**src/rtl/adpcm_quantl_pkg.sv**
```systemverilog
// +--------------------------------------------------------------------------+
// | adpcm_quantl_pkg                                                         |
// | Shared constants, threshold table and FSM state type for the quantiser. |
// | Revision: 1.0                                                            |
// +--------------------------------------------------------------------------+
`default_nettype none

package adpcm_quantl_pkg;

  localparam int NENT      = 16;
  localparam int SHIFT_DEF = 11;
  localparam int DETL_W    = 15;
  localparam int TAB_W     = 11;
  localparam int PROD_W    = 27;
  localparam int EL_W      = 16;
  localparam int IDX_W     = 4;
  localparam int THR_W     = 16;

  typedef enum logic [1:0] {
    S_IDLE = 2'd0,
    S_MUL  = 2'd1,
    S_CMP  = 2'd2,
    S_DONE = 2'd3
  } state_t;

  // Linear steps of 128, with the last entry as a saturating catch-all.
  localparam logic [TAB_W-1:0] T_TAB [0:NENT-1] = '{
    11'd128,  11'd256,  11'd384,  11'd512,
    11'd640,  11'd768,  11'd896,  11'd1024,
    11'd1152, 11'd1280, 11'd1408, 11'd1536,
    11'd1664, 11'd1792, 11'd1920, 11'd2047
  };

endpackage

`default_nettype wire

```
**src/rtl/adpcm_quantl_search_mul.sv**
```systemverilog
// +--------------------------------------------------------------------------+
// | adpcm_quantl_mul                                                         |
// | Combinational 15x11 unsigned multiplier with a 27-bit product.          |
// | Revision: 1.0                                                            |
// +--------------------------------------------------------------------------+
`default_nettype none

module adpcm_quantl_mul
  import adpcm_quantl_pkg::*;
(
  input  logic [DETL_W-1:0] a_i,
  input  logic [TAB_W-1:0]  b_i,
  output logic [PROD_W-1:0] p_o
);

  assign p_o = {{(PROD_W-DETL_W){1'b0}}, a_i} * {{(PROD_W-TAB_W){1'b0}}, b_i};

endmodule

`default_nettype wire

```
**src/rtl/adpcm_quantl_search.sv**
```systemverilog
// +--------------------------------------------------------------------------+
// | adpcm_quantl_search                                                      |
// | Sequential threshold search producing the 5-bit {sign,index} code.      |
// | Option: ADPCM_QUANTL_PIPE_EN overlaps multiply and compare (1 entry/clk)|
// | Revision: 1.0                                                            |
// +--------------------------------------------------------------------------+
`default_nettype none

module adpcm_quantl_search
  import adpcm_quantl_pkg::*;
#(
  parameter int SHIFT = SHIFT_DEF
)(
  input  logic              ap_clk,
  input  logic              ap_rst,
  input  logic              ap_start,
  output logic              ap_done,
  output logic              ap_idle,
  output logic              ap_ready,
  input  logic [EL_W-1:0]   el,
  input  logic [DETL_W-1:0] detl,
  output logic [4:0]        ilr
);

  state_t              state_q;
  logic [IDX_W-1:0]    k_q;
  logic [DETL_W-1:0]   detl_q;
  logic                sign_q;
  logic [DETL_W-1:0]   wd_q;
  logic [PROD_W-1:0]   prod_q;
  logic [4:0]          ilr_q;
  logic                done_q;
  logic                idle_q;

  logic [DETL_W-1:0]   wd_d;
  logic [IDX_W-1:0]    mul_idx_d;
  logic [PROD_W-1:0]   prod_d;
  logic [THR_W-1:0]    thr_d;
  logic                hit_d;

  // -32768 has no 15-bit magnitude, so it clamps to the largest one.
  assign wd_d = !el[EL_W-1]          ? el[DETL_W-1:0] :
                (el == 16'h8000)     ? 15'h7FFF :
                                       15'(~el + 16'd1);

`ifdef ADPCM_QUANTL_PIPE_EN
  // While comparing entry k, the multiplier already works on entry k+1.
  assign mul_idx_d = (state_q == S_CMP) ? k_q + 4'd1 : k_q;
`else
  assign mul_idx_d = k_q;
`endif

  adpcm_quantl_mul u_mul (
    .a_i (detl_q),
    .b_i (T_TAB[mul_idx_d]),
    .p_o (prod_d)
  );

  assign thr_d = THR_W'(prod_q >> SHIFT);
  assign hit_d = ({1'b0, wd_q} <= thr_d);

  always_ff @(posedge ap_clk) begin
    if (ap_rst) begin
      state_q <= S_IDLE;
      k_q     <= '0;
      detl_q  <= '0;
      sign_q  <= 1'b0;
      wd_q    <= '0;
      prod_q  <= '0;
      ilr_q   <= '0;
      done_q  <= 1'b0;
      idle_q  <= 1'b1;
    end else begin
      done_q <= 1'b0;
      case (state_q)
        S_IDLE: begin
          if (ap_start) begin
            detl_q  <= detl;
            sign_q  <= el[EL_W-1];
            wd_q    <= wd_d;
            k_q     <= '0;
            idle_q  <= 1'b0;
            state_q <= S_MUL;
          end
        end
        S_MUL: begin
          prod_q  <= prod_d;
          state_q <= S_CMP;
        end
        S_CMP: begin
          if (hit_d || (k_q == 4'd15)) begin
            ilr_q   <= {sign_q, k_q};
            done_q  <= 1'b1;
            state_q <= S_DONE;
          end else begin
            k_q <= k_q + 4'd1;
`ifdef ADPCM_QUANTL_PIPE_EN
            prod_q  <= prod_d;
            state_q <= S_CMP;
`else
            state_q <= S_MUL;
`endif
          end
        end
        S_DONE: begin
          idle_q  <= 1'b1;
          state_q <= S_IDLE;
        end
        default: begin
          idle_q  <= 1'b1;
          state_q <= S_IDLE;
        end
      endcase
    end
  end

  assign ap_done  = done_q;
  assign ap_ready = done_q;
  assign ap_idle  = idle_q;
  assign ilr      = ilr_q;

endmodule

`default_nettype wire
```
**config.mk**
```make
export PLATFORM = sky130hd
export DESIGN_NAME = adpcm_quantl_search
export DESIGN_NICKNAME = d
export VERILOG_FILES = /design/src/rtl/adpcm_quantl_pkg.sv /design/src/rtl/adpcm_quantl_search_mul.sv /design/src/rtl/adpcm_quantl_search.sv
export SDC_FILE = /design/constraint.sdc
export NUM_CORES = 1
export LEC_CHECK = 0
export ABC_AREA = 1
export BUFFER_PORTS_ARGS = -buffer_cell sky130_fd_sc_hd__buf_2
export CORE_MARGIN = 3
export CORE_UTILIZATION = 43
export DETAILED_ROUTE_END_ITERATION = 10
export PLACE_DENSITY = 0.7
export SKIP_CTS_REPAIR_TIMING = 1
export SYNTH_ARGS = -nofsm -noshare
export SYNTH_HDL_FRONTEND = slang
export SYNTH_SLANG_ARGS = --single-unit
```
**constraint.sdc**
```tcl
create_clock -name ap_clk -period 5.5 [get_ports ap_clk]
set_input_delay 0.275 -clock ap_clk [delete_from_list [all_inputs] [get_ports ap_clk]]
set_output_delay 0.275 -clock ap_clk [all_outputs]
set_load 0.1 [all_outputs]
```
After elaboration in Yosys (flattened, before gate mapping)
Memories as Yosys holds them, arrays and structs flattened.
Cells that the tools add are included.
{ "totals": {"input_bits": 34, "output_inout_bits": 8, "rom_bits": 176, "elab_cells": 47, "ff_bits": 70, "mem_count": 1} }
{ "mem_list": {"columns": ["memory", "depth", "word_bits", "rd", "rd_ports_with_merged_regs", "write_ports", "line_no", "rtl"], "rows": [
  ["(name not given)", 16, 11, 1, 0, 0, "adpcm_quantl_search.sv:55", ".b_i (T_TAB[mul_idx_d]),"]
]} }
{ "op_classes": {"bitwise": 3, "magnitude_cmp": 2, "eq_ne": 7, "add_sub_neg": 2, "n_mul": 1, "reduce_logical": 9, "mux": 13} }
{ "ops": {"columns": ["op", "n"], "rows": [
  ["15-bit 2-to-1 mux", 2],
  ["15-bit by 11-bit multiplier with 26-bit output", 1],
  ["11-bit 2-to-1 mux", 2],
  ["16-bit == test (second input constant)", 1],
  ["15-bit by 1-bit adder with 15-bit output (second input constant)", 1],
  ["15-bit less-or-equal comparator", 1],
  ["15-bit NOT", 1],
  ["4-bit 2-to-1 mux", 2],
  ["2-bit case mux with 4 select lines", 1],
  ["4-bit case mux with 2 select lines", 1],
  ["2-bit AND reduction", 3],
  ["5-bit >= comparator (second input constant)", 1],
  ["4-bit NOT with 5-bit output", 1],
  ["4-bit by 1-bit adder with 4-bit output (second input constant)", 1],
  ["2-bit == test (second input constant)", 2],
  ["4-bit == test (second input constant)", 1],
  ["2-bit 2-to-1 mux", 2],
  ["2-bit != test (second input constant)", 2],
  ["2-bit nonzero test", 2],
  ["3-bit AND reduction", 1],
  ["2-bit by 1-bit == test with 1-bit output (second input constant)", 1],
  ["2-bit logical NOT", 1],
  ["1-bit 2-to-1 mux", 2],
  ["1-bit case mux with 2 select lines", 1],
  ["3 further kinds", 3]
]} }

Longest topological paths before layout
Gate-level depths: netlist of the first run.
{ "logic_depth": {"depth_word": 5, "depth_mapped": 30, "mapped_depth_nobuf": 29} }

Hierarchy
Synthesis of the first run repeated with hierarchy kept, for this count alone.
{ "unflattened": {"hier_cells": 1327, "area_unflattened_um2": 9090.0} }
{ "by_module_without_submodules": {"columns": ["module", "seq_area_each_um2", "cells_each", "instances", "area_each_um2"], "rows": [
  ["adpcm_quantl_mul", 0.0, 930, 1, 6134.6],
  ["adpcm_quantl_search", 1201.2, 397, 1, 2955.3]
]} }

Least setup slack after synthesis of the first run
Ideal clock, no wire load.
{ "synth_path": {"path_kind": "reg2reg", "startpoint": "reg k_q[0]", "endpoint": "reg prod_q[21]", "setup_time_ps": 109, "arrival_ps": 5351, "path_slack_ps": 40, "synth_period_minus_slack_ps": 5460, "stages_incl_launch_ff": 25, "cell_sequence": "dfxtp_1 -> ha_1 -> nand2_1 -> nor2_1 -> inv_1 -> buf_2 -> nor2_1 -> fa_1 -> fa_1 -> fa_1 -> fa_1 -> inv_1 -> fa_1 -> inv_1 -> ha_1 -> a21oi_1 -> inv_1 -> a21oi_1 -> o21ai_1 -> nand2_1 -> nand3_1 -> nand2_1 -> nand3_1 -> nand2_1 -> inv_1"} }
{ "synth_between": {"elab_chain_cells": 5} }
{ "synth_rtl": {"columns": ["element", "line_no", "rtl"], "rows": [
  ["start: declaration", "adpcm_quantl_search.sv:26", "logic [IDX_W-1:0] k_q;"],
  ["start signal: assignment", "adpcm_quantl_search.sv:96", "k_q <= k_q + 4'd1;"],
  ["4-bit NOT with 5-bit output (not written as such)", "adpcm_quantl_search.sv:55", null],
  ["memory 16 x 11 bit", null, null],
  ["11-bit 2-to-1 mux (not written as such) (2 in a row)", "adpcm_quantl_search.sv:55", null],
  ["15-bit by 11-bit multiplier with 26-bit output", "adpcm_quantl_search_mul.sv:16", "assign p_o = {{(PROD_W-DETL_W){1'b0}}, a_i} * {{(PROD_W-TAB_W){1'b0}}, b_i};"],
  ["end signal: assignment", "adpcm_quantl_search.sv:87", "prod_q <= prod_d;"],
  ["end: declaration", "adpcm_quantl_search.sv:30", "logic [PROD_W-1:0] prod_q;"]
]} }
Every way passes these cells. The select of a mux whose other input is x is not followed.
A chain may end at the register's enable or synchronous reset.

Final worst setup path of the first run
Ends and elaborated chain as after synthesis.

==> results of run 1 <==
through the flow:
step	setup WS, ns	util
2_1_floorplan	0.03954	-
3_5_place_dp	-0.06952	0.4868
4_1_cts	-0.1065	0.5025
6_report	0.1953	0.5232
5_1_grt	-0.03535	0.5232
3_3_place_gp	-0.02605	0.4868
worst max-delay path, delay by kind of cell, from the launching register on:
family,cells,cell delay [ns]
simple gates,10,1.12
flops,1,0.36
buf+inv,7,0.71
fa+ha+maj,7,3.01
area by class of cell:
type	count	share of cell area
sequential	59	0.1240
multi-input combinational	735	0.6445
inverter	264	0.1037
clock inverter	6	0.005105
tap	229	0.02997
timing repair buffer	93	0.06780
clock buffer	10	0.02500
layer usage:
layer / track usage / share of wire / vias up / wire length (µm)
met4: 0.04906 / 0.017 / 0 / 320
met5: 0 / 0 / - / 0
met3: 0.03760 / 0.037 / 25 / 693
li1: - / - / 3447 / -
met2: 0.3163 / 0.48 / 113 / 9018
met1: 0.2587 / 0.47 / 3236 / 8724
power by group:
group	internal, mW	switching [mW]	total, mW
clock network	0.321	0.232	0.553
registers	0.468	0.0242	0.492
logic	0.283	0.446	0.729
total	1.07	0.703	1.77
sequential cells by signal, indices dropped and copies added (netlist names):
| register | cells |
|---|---|
| state_q | 2 |
| wd_q | 15 |
| k_q | 4 |
| ilr | 5 |
| detl_q | 15 |
| prod_q | 15 |
| sign_q | 1 |
| ap_done | 1 |
| ap_idle | 1 |
worst max-delay path by stage:
| stage | from | endpoint | slack [ns] | depth (start not counted) |
|---|---|---|---|---|
| after detailed placement | k_q[0]$_SDFFE_PP0P_ | prod_q[25]$_SDFFE_PP0N_ | -0.07 | 23 |
| after CTS | k_q[0]$_SDFFE_PP0P_ | prod_q[25]$_SDFFE_PP0N_ | -0.11 | 23 |
| after floorplan | k_q[0]$_SDFFE_PP0P_ | prod_q[21]$_SDFFE_PP0N_ | 0.04 | 24 |
| final | k_q[0]$_SDFFE_PP0P_ | prod_q[21]$_SDFFE_PP0N_ | 0.20 | 24 |
| after global routing | k_q[0]$_SDFFE_PP0P_ | prod_q[21]$_SDFFE_PP0N_ | -0.04 | 25 |
| after global placement | k_q[0]$_SDFFE_PP0P_ | prod_q[25]$_SDFFE_PP0N_ | -0.03 | 23 |
synthesized netlist by cell type, types with 4 or more instances:
library cell and number:
nand2_2 4, o21ai_1 6, inv_2 6, buf_2 6
o21bai_1 4, fa_1 115, clkbuf_1 10, inv_1 257
ha_1 81, o21ai_0 45, xor2_1 10, nor2_1 124
nand3_1 40, a31oi_1 4, a21oi_1 70, nand2_1 173
nor2_2 8, nand4_1 12, dfxtp_1 59
kinds of logic after synthesis:
family | count (synthesis) | synth area share
AOI/OAI and AO/OA | 143 | 0.09492
xor gates and xnor gates | 12 | 0.01292
adders and majority gates | 196 | 0.4077
buffers and inverters | 282 | 0.1325
DFF | 59 | 0.1452
and+or+nand+nor | 384 | 0.2068
cell usage in the layout (no fill, tap or decap), drive strengths merged, types with 2 or more instances in the layout:
master	instances
nand3	43
dfxtp	59
clkinv	2
or2	4
fa	115
nand4	13
buf	93
clkbuf	10
nor3	4
clkinvlp	3
nand3b	3
a31o	4
a21oi	70
nor2	135
o21a	2
xnor2	2
nand2	180
o21bai	4
ha	81
inv	265
a31oi	4
xor2	10
a21o	2
o211ai	3
o21ai	52
==> results.py, run 1 <==
metrics = {
    "placement": {
        "dp.cells": 1372,
        "dpl_cell_area_um2": 8894,
        "io_buffer_count": 41,
        "place.gp.congestion": 0.9109,
        "hpwl_um": 15250,
    },
    "global_route": {
        "grt_util_all_layers": 0.1912,
        "grt-ovfl-total": 0,
        "grt_pass1_wl_um": 31900,
        "grt_pass1_vias": 6789,
        "antenna_found_initial": 0,
        "grt_max_degree": 41,
    },
    "sta": {
        "worst_pin_slew_ns": 0.6562,
        "period_needed_ns": 5.305,
        "fin_skew_ns": 0.007064,
        "tns_ns": 0,
        "setup_violations": 0,
        "holdWs_ns": 0.2057,
        "fmax_mhz": 188.5,
        "slew-limit-headroom": 0.5620,
        "timing.final.hold_violations": 0,
        "slew_viol_final": 0,
        "fin_crit_sh": 0.9645,
    },
    "min_path": {
        "hp-start": "detl[10]",
        "hp-class": "input pin to flip-flop",
        "whs_endpoint": "detl_q[10]$_SDFFE_PP0P_",
        "worst_hold_path.num_cells": 3,
    },
    "worst_setup_path": {
        "required_ns": 5.75,
        "rr_worst_depth": 24,
        "crit_type": "flip-flop to flip-flop",
        "cp_cell_sequence": "ha_1, nand2_1, nor2_1, inv_2, buf_6, nor2_1, buf_4, fa_1, fa_2, fa_1, fa_1, inv_1, fa_1, inv_1, ha_4, nand2_1, nor2_2, inv_1, nor2_2, nand4_1, nand4_1, nand3_1, nand2_1, inv_1",
        "critPathArrivalTime_ns": 5.56,
        "worst-path-max-fanout": 8,
        "r2r_end": "prod_q[21]$_SDFFE_PP0N_",
        "max_stage_delay_ns": 0.55,
        "regToRegStartpoint": "k_q[0]$_SDFFE_PP0P_",
        "startpoint_type": "flip-flop",
        "critPathSlowestCell": "fa_2",
        "worstSetupEndpointType": "flip-flop",
        "r2r_setup_slack_ns": 0.20,
    },
    "synthesis": {
        "synth-edff-count": 0,
        "synthArstFlopShare": 0,
        "synth_warnings": 0,
        "ys_types": 44,
        "syn-mean-instance-area_um2": 7.558,
        "syn_area_um2": 8133,
        "yosys-top-cells-area": "fa_1, dfxtp_1, ha_1",
        "yosysTopAreaCell": "fa_1",
        "synthFlopType": "dfxtp_1",
        "synth_seq_cells": 59,
        "postSynthCellCount": 1076,
        "synth-seq-area-share": 0.1452,
        "synth_fp_nets": 1306,
        "synthDominantCellAreaShare": 0.2831,
    },
    "floorplan": {
        "die_h_um": 143.5,
        "start_util": 0.4451,
        "core_um2": 18270,
        "rows": 49,
        "die_area_um2": 20600,
        "die_w_um": 143.5,
        "io_pins": 42,
    },
    "cells_and_area": {
        "num_antenna_cells": 0,
        "finalNonFillerCells": 1396,
        "fill_cells": 1742,
        "syn_to_final_growth_pct": 17.54,
        "fin_nets": 1392,
        "regArea_um2": 1185,
        "multiInputGateArea_um2": 6161,
        "final_area_um2": 9559,
        "layout-drive-gt1-share": 0.1791,
    },
    "cts": {
        "htreeDepth": 3,
        "cts.path.max_buffers": 2,
        "cts_root_buffer": "clkbuf_16",
        "cts_made_buffers": 9,
        "path_clk_slew_ns": 0.06,
        "clk_latency_ns": 0.35,
        "clock-sinks": 59,
        "cts_tree": "built",
    },
    "detailed_routing": {
        "ant_nets": 0,
        "drt-pass1-iter-count": 7,
        "drc": 0,
        "viasPerCell": 4.886,
        "initialDrtViolationCount": 319,
        "drt_wl_total_um": 18760,
        "wl_per_cell_um": 13.44,
        "vias": 6821,
    },
    "pwr": {
        "power_leakage_nw": 4.899,
        "power_density_nw_per_um2": 185.6,
        "irDropWorstVdd_v": 0.0002064,
        "power_mw": 1.774,
    },
    "run": {
        "drv_cap": 0,
    },
    "run_status": {
        "outcome": "finished clean",
    },
}
Note: power is estimated with default switching activity, not from simulation.
==> run 2, diff against run 1 <==
--- a/config.mk
+++ b/config.mk
@@ -5,7 +5,6 @@
 export SDC_FILE = /design/constraint.sdc
 export NUM_CORES = 1
 export LEC_CHECK = 0
-export ABC_AREA = 1
 export BUFFER_PORTS_ARGS = -buffer_cell sky130_fd_sc_hd__buf_2
 export CORE_MARGIN = 3
 export CORE_UTILIZATION = 43
==> results.py, run 2 <==
metrics = {
    "run_status": {
        "outcome": "finished clean",
    },
    "cells_and_area": {
        "syn_to_final_growth_pct": 25.98,
        "final_common_cell": "inv_1",
        "fill_cells": 1483,
        "fin_nets": 1240,
        "final_area_um2": 9652,
        "final_cell_mix": "inv_1, fa_1, nand2_1",
        "num_antenna_cells": 0,
        "layout-drive-gt1-share": 0.2591,
        "finalNonFillerCells": 1240,
        "reg_top3": "detl_q (15), prod_q (15), wd_q (15)",
        "fin_util": 0.5561,
    },
    "synthesis": {
        "syn-mean-instance-area_um2": 8.706,
        "synth-edff-count": 0,
        "synthFlopType": "dfxtp_1",
        "synthDominantCellAreaShare": 0.3005,
        "synth_seq_cells": 59,
        "yosysTopAreaCell": "fa_1",
        "yosys.cell_count.top_type": "inv_1",
        "postSynthCellCount": 880,
        "synthArstFlopShare": 0,
        "synth_common_cells": "inv_1, fa_1, nand2_1",
        "synth-seq-area-share": 0.1542,
        "syn_area_um2": 7661,
        "synth_fp_nets": 1110,
        "synth_warnings": 0,
        "yosys-top-cells-area": "fa_1, dfxtp_1, ha_1",
        "ys_types": 60,
    },
    "global_route": {
        "grt_pass1_wl_um": 29790,
        "grt_pass1_vias": 6229,
        "grt_max_degree": 43,
        "grt-ovfl-total": 0,
        "antenna_found_initial": 0,
        "grt_util_all_layers": 0.1859,
    },
    "pwr": {
        "netSwitchingFraction": 0.3325,
        "combPwrFrac": 0.257,
        "clkPwrFrac": 0.393,
        "power_mw": 1.381,
        "switching_power_mw": 0.4594,
        "p_int_mw": 0.9221,
        "seq_power_share": 0.349,
        "power_leakage_nw": 4.643,
        "irDropWorstVdd_v": 0.0001796,
        "power_density_nw_per_um2": 143.1,
    },
    "worst_setup_path": {
        "path_delay_family": "adder cells",
        "critPathSlowestCell": "fa_2",
        "worstSetupEndpointType": "flip-flop",
        "required_ns": 5.74,
        "cp.buffers_inverters": 9,
        "startpoint_type": "flip-flop",
        "max_stage_delay_ns": 0.56,
        "cp_common_cell": "inv_1",
        "worst-path-max-fanout": 6,
        "critPathArrivalTime_ns": 5.72,
        "cp_cell_sequence": "inv_2, ha_4, nand2_2, o21ai_4, buf_4, clkbuf_16, and2_1, fa_1, inv_1, fa_1, inv_1, fa_1, fa_1, inv_1, fa_2, inv_1, ha_4, buf_4, a21oi_2, o21a_1, inv_1, or4_4, o311ai_1",
        "crit_type": "flip-flop to flip-flop",
    },
    "cts": {
        "cts.path.max_buffers": 2,
        "cts_root_buffer": "clkbuf_16",
        "cts_tree": "built",
        "htreeDepth": 3,
        "clock-sinks": 59,
        "cts_made_buffers": 9,
        "path_clk_slew_ns": 0.06,
        "clk_latency_ns": 0.34,
    },
    "detailed_routing": {
        "drt-pass1-iter-count": 5,
        "wl_per_cell_um": 15.19,
        "drc": 0,
        "viasPerCell": 5.187,
        "vias": 6432,
        "ant_nets": 0,
        "drt_wl_total_um": 18840,
        "initialDrtViolationCount": 346,
    },
    "floorplan": {
        "rows": 48,
        "io_pins": 42,
        "die_h_um": 139.5,
        "die_w_um": 139.5,
        "die_area_um2": 19450,
        "core_um2": 17360,
        "start_util": 0.4414,
    },
    "sta": {
        "setup_ws_ns": 0.01795,
        "fmax_mhz": 182.4,
        "timing.final.hold_violations": 0,
        "holdWs_ns": 0.1773,
        "slew-limit-headroom": 0.2888,
        "worst_pin_slew_ns": 1.061,
        "fin_crit_sh": 0.9967,
        "tns_ns": 0,
        "slew_viol_final": 0,
        "fin_skew_ns": 0.007859,
        "period_needed_ns": 5.482,
        "setup_violations": 0,
        "rsz0062_at_grt": "true",
    },
    "placement": {
        "io_buffer_count": 41,
        "dpl_cell_area_um2": 8752,
        "hpwl_um": 14370,
        "place.gp.congestion": 0.8881,
        "place_ws_ns": -0.2854,
        "dp.cells": 1204,
    },
    "run": {
        "drv_cap": 0,
    },
    "min_path": {
        "hp-class": "input pin to flip-flop",
    },
}
run 2: changes by cell type in the layout (fill, tap and decap cells not counted), moves of 8 or more:
cell,before,now
inv_1,252,144
nor2_1,109,26
nand2_1,164,97
buf_4,45,93
and2_1,0,37
nand3_1,38,10
nor2_2,18,2
nor3_1,1,11
nand2_2,13,4
o21ai_0,43,35
run 2: kinds of logic after synthesis:
family,count (synthesis),synth area share
AOI/OAI and AO/OA,160,0.1261
buffers and inverters,195,0.09717
xor gates and xnor gates,20,0.02286
DFF,59,0.1542
adders and majority gates,196,0.4328
muxes,9,0.01225
and+or+nand+nor,241,0.1547
run 2: worst paths after layout:
check,startpoint,to,slack [ns],depth (start not counted)
worst max-delay path,k_q[0]$_SDFFE_PP0P_,prod_q[17]$_SDFFE_PP0N_,0.02,23
worst min-delay path,detl[14],detl_q[14]$_SDFFE_PP0P_,0.18,3
worst max register to register,k_q[0]$_SDFFE_PP0P_,prod_q[17]$_SDFFE_PP0N_,0.02,23
worst min register to register,prod_q[13]$_SDFFE_PP0N_,prod_q[13]$_SDFFE_PP0N_,0.45,2
run 2: layout make-up:
class | instances | area (µm²) | area share
clock buffer | 10 | 239.0 | 0.02476
clock inverter | 6 | 48.80 | 0.005056
inverter | 167 | 636.9 | 0.06598
multi-input combinational | 626 | 6178 | 0.6401
sequential | 59 | 1190 | 0.1233
tap | 225 | 281.5 | 0.02917
timing repair buffer | 147 | 1077 | 0.1116
run 2: metal layers:
layer  global-route usage  part of all wire  vias to the layer above  wire [µm]
li1                     -                 -                     3112          -
met1               0.2535              0.44                     3167       8235
met2               0.3176              0.51                      132       9679
met3              0.02509             0.037                       21        704
met4              0.04016             0.012                        0        221
met5                    0                 0                        -          0
run 2: power groups by stage:
stage | sequential, mW | clock (mW) | combinational, mW
CTS | 0.482 | 0.554 | 0.325
detailed placement | 0.491 | 0 | 0.321
global route | 0.486 | 0.577 | 0.397
finish | 0.482 | 0.543 | 0.356
global placement | 0.490 | 0 | 0.316
floorplan | 0.492 | 0 | 0.215
run 2: worst register-to-register path: stages (launching register included):
cell,delay [ns]
dfxtp_4,0.40
inv_2,0.07
ha_4,0.24
nand2_2,0.07
o21ai_4,0.07
buf_4,0.15
clkbuf_16,0.15
and2_1,0.16
fa_1,0.47
inv_1,0.05
fa_1,0.53
inv_1,0.05
fa_1,0.48
fa_1,0.50
inv_1,0.06
fa_2,0.56
inv_1,0.06
ha_4,0.17
buf_4,0.13
a21oi_2,0.16
o21a_1,0.20
inv_1,0.07
or4_4,0.50
o311ai_1,0.08
==> run 3, diff against run 2 <==
--- a/config.mk
+++ b/config.mk
@@ -8,8 +8,10 @@
 export BUFFER_PORTS_ARGS = -buffer_cell sky130_fd_sc_hd__buf_2
 export CORE_MARGIN = 3
 export CORE_UTILIZATION = 43
+export CTS_BUF_LIST = sky130_fd_sc_hd__clkbuf_2
 export DETAILED_ROUTE_END_ITERATION = 10
 export PLACE_DENSITY = 0.7
+export SETUP_SLACK_MARGIN = 0.05
 export SKIP_CTS_REPAIR_TIMING = 1
 export SYNTH_ARGS = -nofsm -noshare
 export SYNTH_HDL_FRONTEND = slang
==> results.py, run 3 (synthesized netlist as in run 2, its figures left out) <==
metrics = {
    "sta": {
        "fin_skew_ns": 0.02332,
        "slew-limit-headroom": 0.2748,
        "setup_violations": 0,
        "holdWs_ns": 0.02843,
        "fin_crit_sh": 0.9977,
        "worst_pin_slew_ns": 1.082,
        "slew_viol_final": 0,
        "rsz0062_at_grt": "true",
        "setup_ws_ns": 0.01286,
        "fmax_mhz": 182.2,
        "tns_ns": 0,
        "timing.final.hold_violations": 0,
        "period_needed_ns": 5.487,
    },
    "placement": {
        "place_ws_ns": -0.2854,
        "place.gp.congestion": 0.8881,
        "dp.cells": 1204,
        "dpl_cell_area_um2": 8752,
        "io_buffer_count": 41,
        "hpwl_um": 14370,
    },
    "cts": {
        "htreeDepth": 3,
        "clk_latency_ns": 0.56,
        "cts_tree": "built",
        "clock-sinks": 59,
        "path_clk_slew_ns": 0.21,
        "cts_root_buffer": "clkbuf_2",
        "cts.path.max_buffers": 2,
        "cts_made_buffers": 9,
    },
    "pwr": {
        "netSwitchingFraction": 0.3940,
        "irDropWorstVdd_v": 0.0001551,
        "switching_power_mw": 0.4396,
        "power_density_nw_per_um2": 114.7,
        "power_leakage_nw": 4.651,
        "seq_power_share": 0.433,
        "combPwrFrac": 0.334,
        "p_int_mw": 0.6761,
        "clkPwrFrac": 0.233,
    },
    "detailed_routing": {
        "drt-pass1-iter-count": 7,
        "ant_nets": 0,
        "drt_wl_total_um": 18990,
        "wl_per_cell_um": 15.05,
        "drc": 0,
        "initialDrtViolationCount": 300,
        "viasPerCell": 5.170,
        "vias": 6524,
    },
    "worst_setup_path": {
        "cp_common_cell": "fa_1",
        "worst-path-max-fanout": 6,
        "worstSetupEndpointType": "flip-flop",
        "max_stage_delay_ns": 0.55,
        "crit_type": "flip-flop to flip-flop",
        "r2r_setup_slack_ns": 0.01,
        "startpoint_type": "flip-flop",
        "required_ns": 5.96,
        "critPathArrivalTime_ns": 5.95,
        "cp.buffers_inverters": 7,
        "critPathSlowestCell": "fa_1",
        "cp_cell_sequence": "inv_4, buf_6, ha_4, mux2i_4, buf_6, and2_4, fa_1, inv_2, fa_1, inv_2, fa_1, fa_1, inv_2, fa_1, inv_2, ha_4, nand4_1, a221oi_4, o2111ai_2, a2111oi_4, o21a_1, o32ai_1",
        "path_delay_family": "adder cells",
    },
    "floorplan": {
        "core_um2": 17360,
        "io_pins": 42,
        "die_h_um": 139.5,
        "die_w_um": 139.5,
        "die_area_um2": 19450,
        "rows": 48,
        "start_util": 0.4414,
    },
    "cells_and_area": {
        "final_area_um2": 9729,
        "num_antenna_cells": 0,
        "finalNonFillerCells": 1262,
        "fin_nets": 1262,
        "reg_top3": "detl_q (15), prod_q (15), wd_q (15)",
        "fill_cells": 1480,
        "syn_to_final_growth_pct": 27.00,
        "final_cell_mix": "inv_1, fa_1, buf_4",
        "final_common_cell": "inv_1",
        "layout-drive-gt1-share": 0.2681,
    },
    "run_status": {
        "outcome": "finished clean",
    },
    "min_path": {
        "hp-class": "input pin to flip-flop",
    },
    "global_route": {
        "grt_pass1_vias": 6167,
        "antenna_found_initial": 0,
        "grt_max_degree": 43,
        "grt_pass1_wl_um": 29390,
        "grt-ovfl-total": 0,
        "grt_util_all_layers": 0.1837,
    },
    "run": {
        "drv_cap": 0,
    },
}
## run 3: cell types whose count changed in the layout (fill, tap and decap cells not counted), moves of 6 or more
cell           previous run  this run
dlygate4sd3_1             0        19
inv_1                   144       138
clkbuf_16                10         1
clkbuf_2                  0         9
inv_2                    18        24
## run 3: layout make-up
cell class	count	area [µm²]	area share
multi-input combinational	626	6227	0.6400
clock inverter	7	52.55	0.005401
tap	225	281.5	0.02894
inverter	167	636.9	0.06546
timing repair buffer	169	1296	0.1332
clock buffer	9	45.04	0.004630
sequential	59	1190	0.1223
## run 3: power by group through the flow
stage	registers [mW]	logic [mW]	clock network, mW
CTS	0.482	0.323	0.265
finish	0.483	0.373	0.260
detailed placement	0.491	0.321	0
global route	0.487	0.415	0.281
floorplan	0.492	0.215	0
global placement	0.490	0.316	0
## run 3: final timing paths
| check | startpoint | to | cells past startpoint |
|---|---|---|---|
| worst max register to register | k_q[1]$_SDFFE_PP0P_ | prod_q[23]$_SDFFE_PP0N_ | 22 |
| worst min register to register | prod_q[13]$_SDFFE_PP0N_ | prod_q[13]$_SDFFE_PP0N_ | 2 |
| worst max-delay path | k_q[1]$_SDFFE_PP0P_ | prod_q[23]$_SDFFE_PP0N_ | 22 |
| worst min-delay path | el[4] | wd_q[4]$_SDFFE_PP0P_ | 3 |
## run 3: metal layers
layer / up-vias / wire length, µm / global-route usage
li1: 3153 / - / -
met1: 3213 / 8497 / 0.2524
met2: 125 / 9600 / 0.3115
met3: 33 / 513 / 0.02680
met4: 0 / 376 / 0.03656
met5: - / 0 / 0
## run 3: worst min-delay path, cell delays in order
cell and delay (ns):
buf_2 0.11, xor2_1 0.08, a21oi_2 0.12
## run 3: metrics by stage
stage / power, mW / util
2_1_floorplan: 0.7062 / -
3_3_place_gp: 0.8060 / 0.5043
3_5_place_dp: 0.8114 / 0.5043
4_1_cts: 1.071 / 0.5099
5_1_grt: 1.183 / 0.5606
6_report: 1.116 / 0.5606
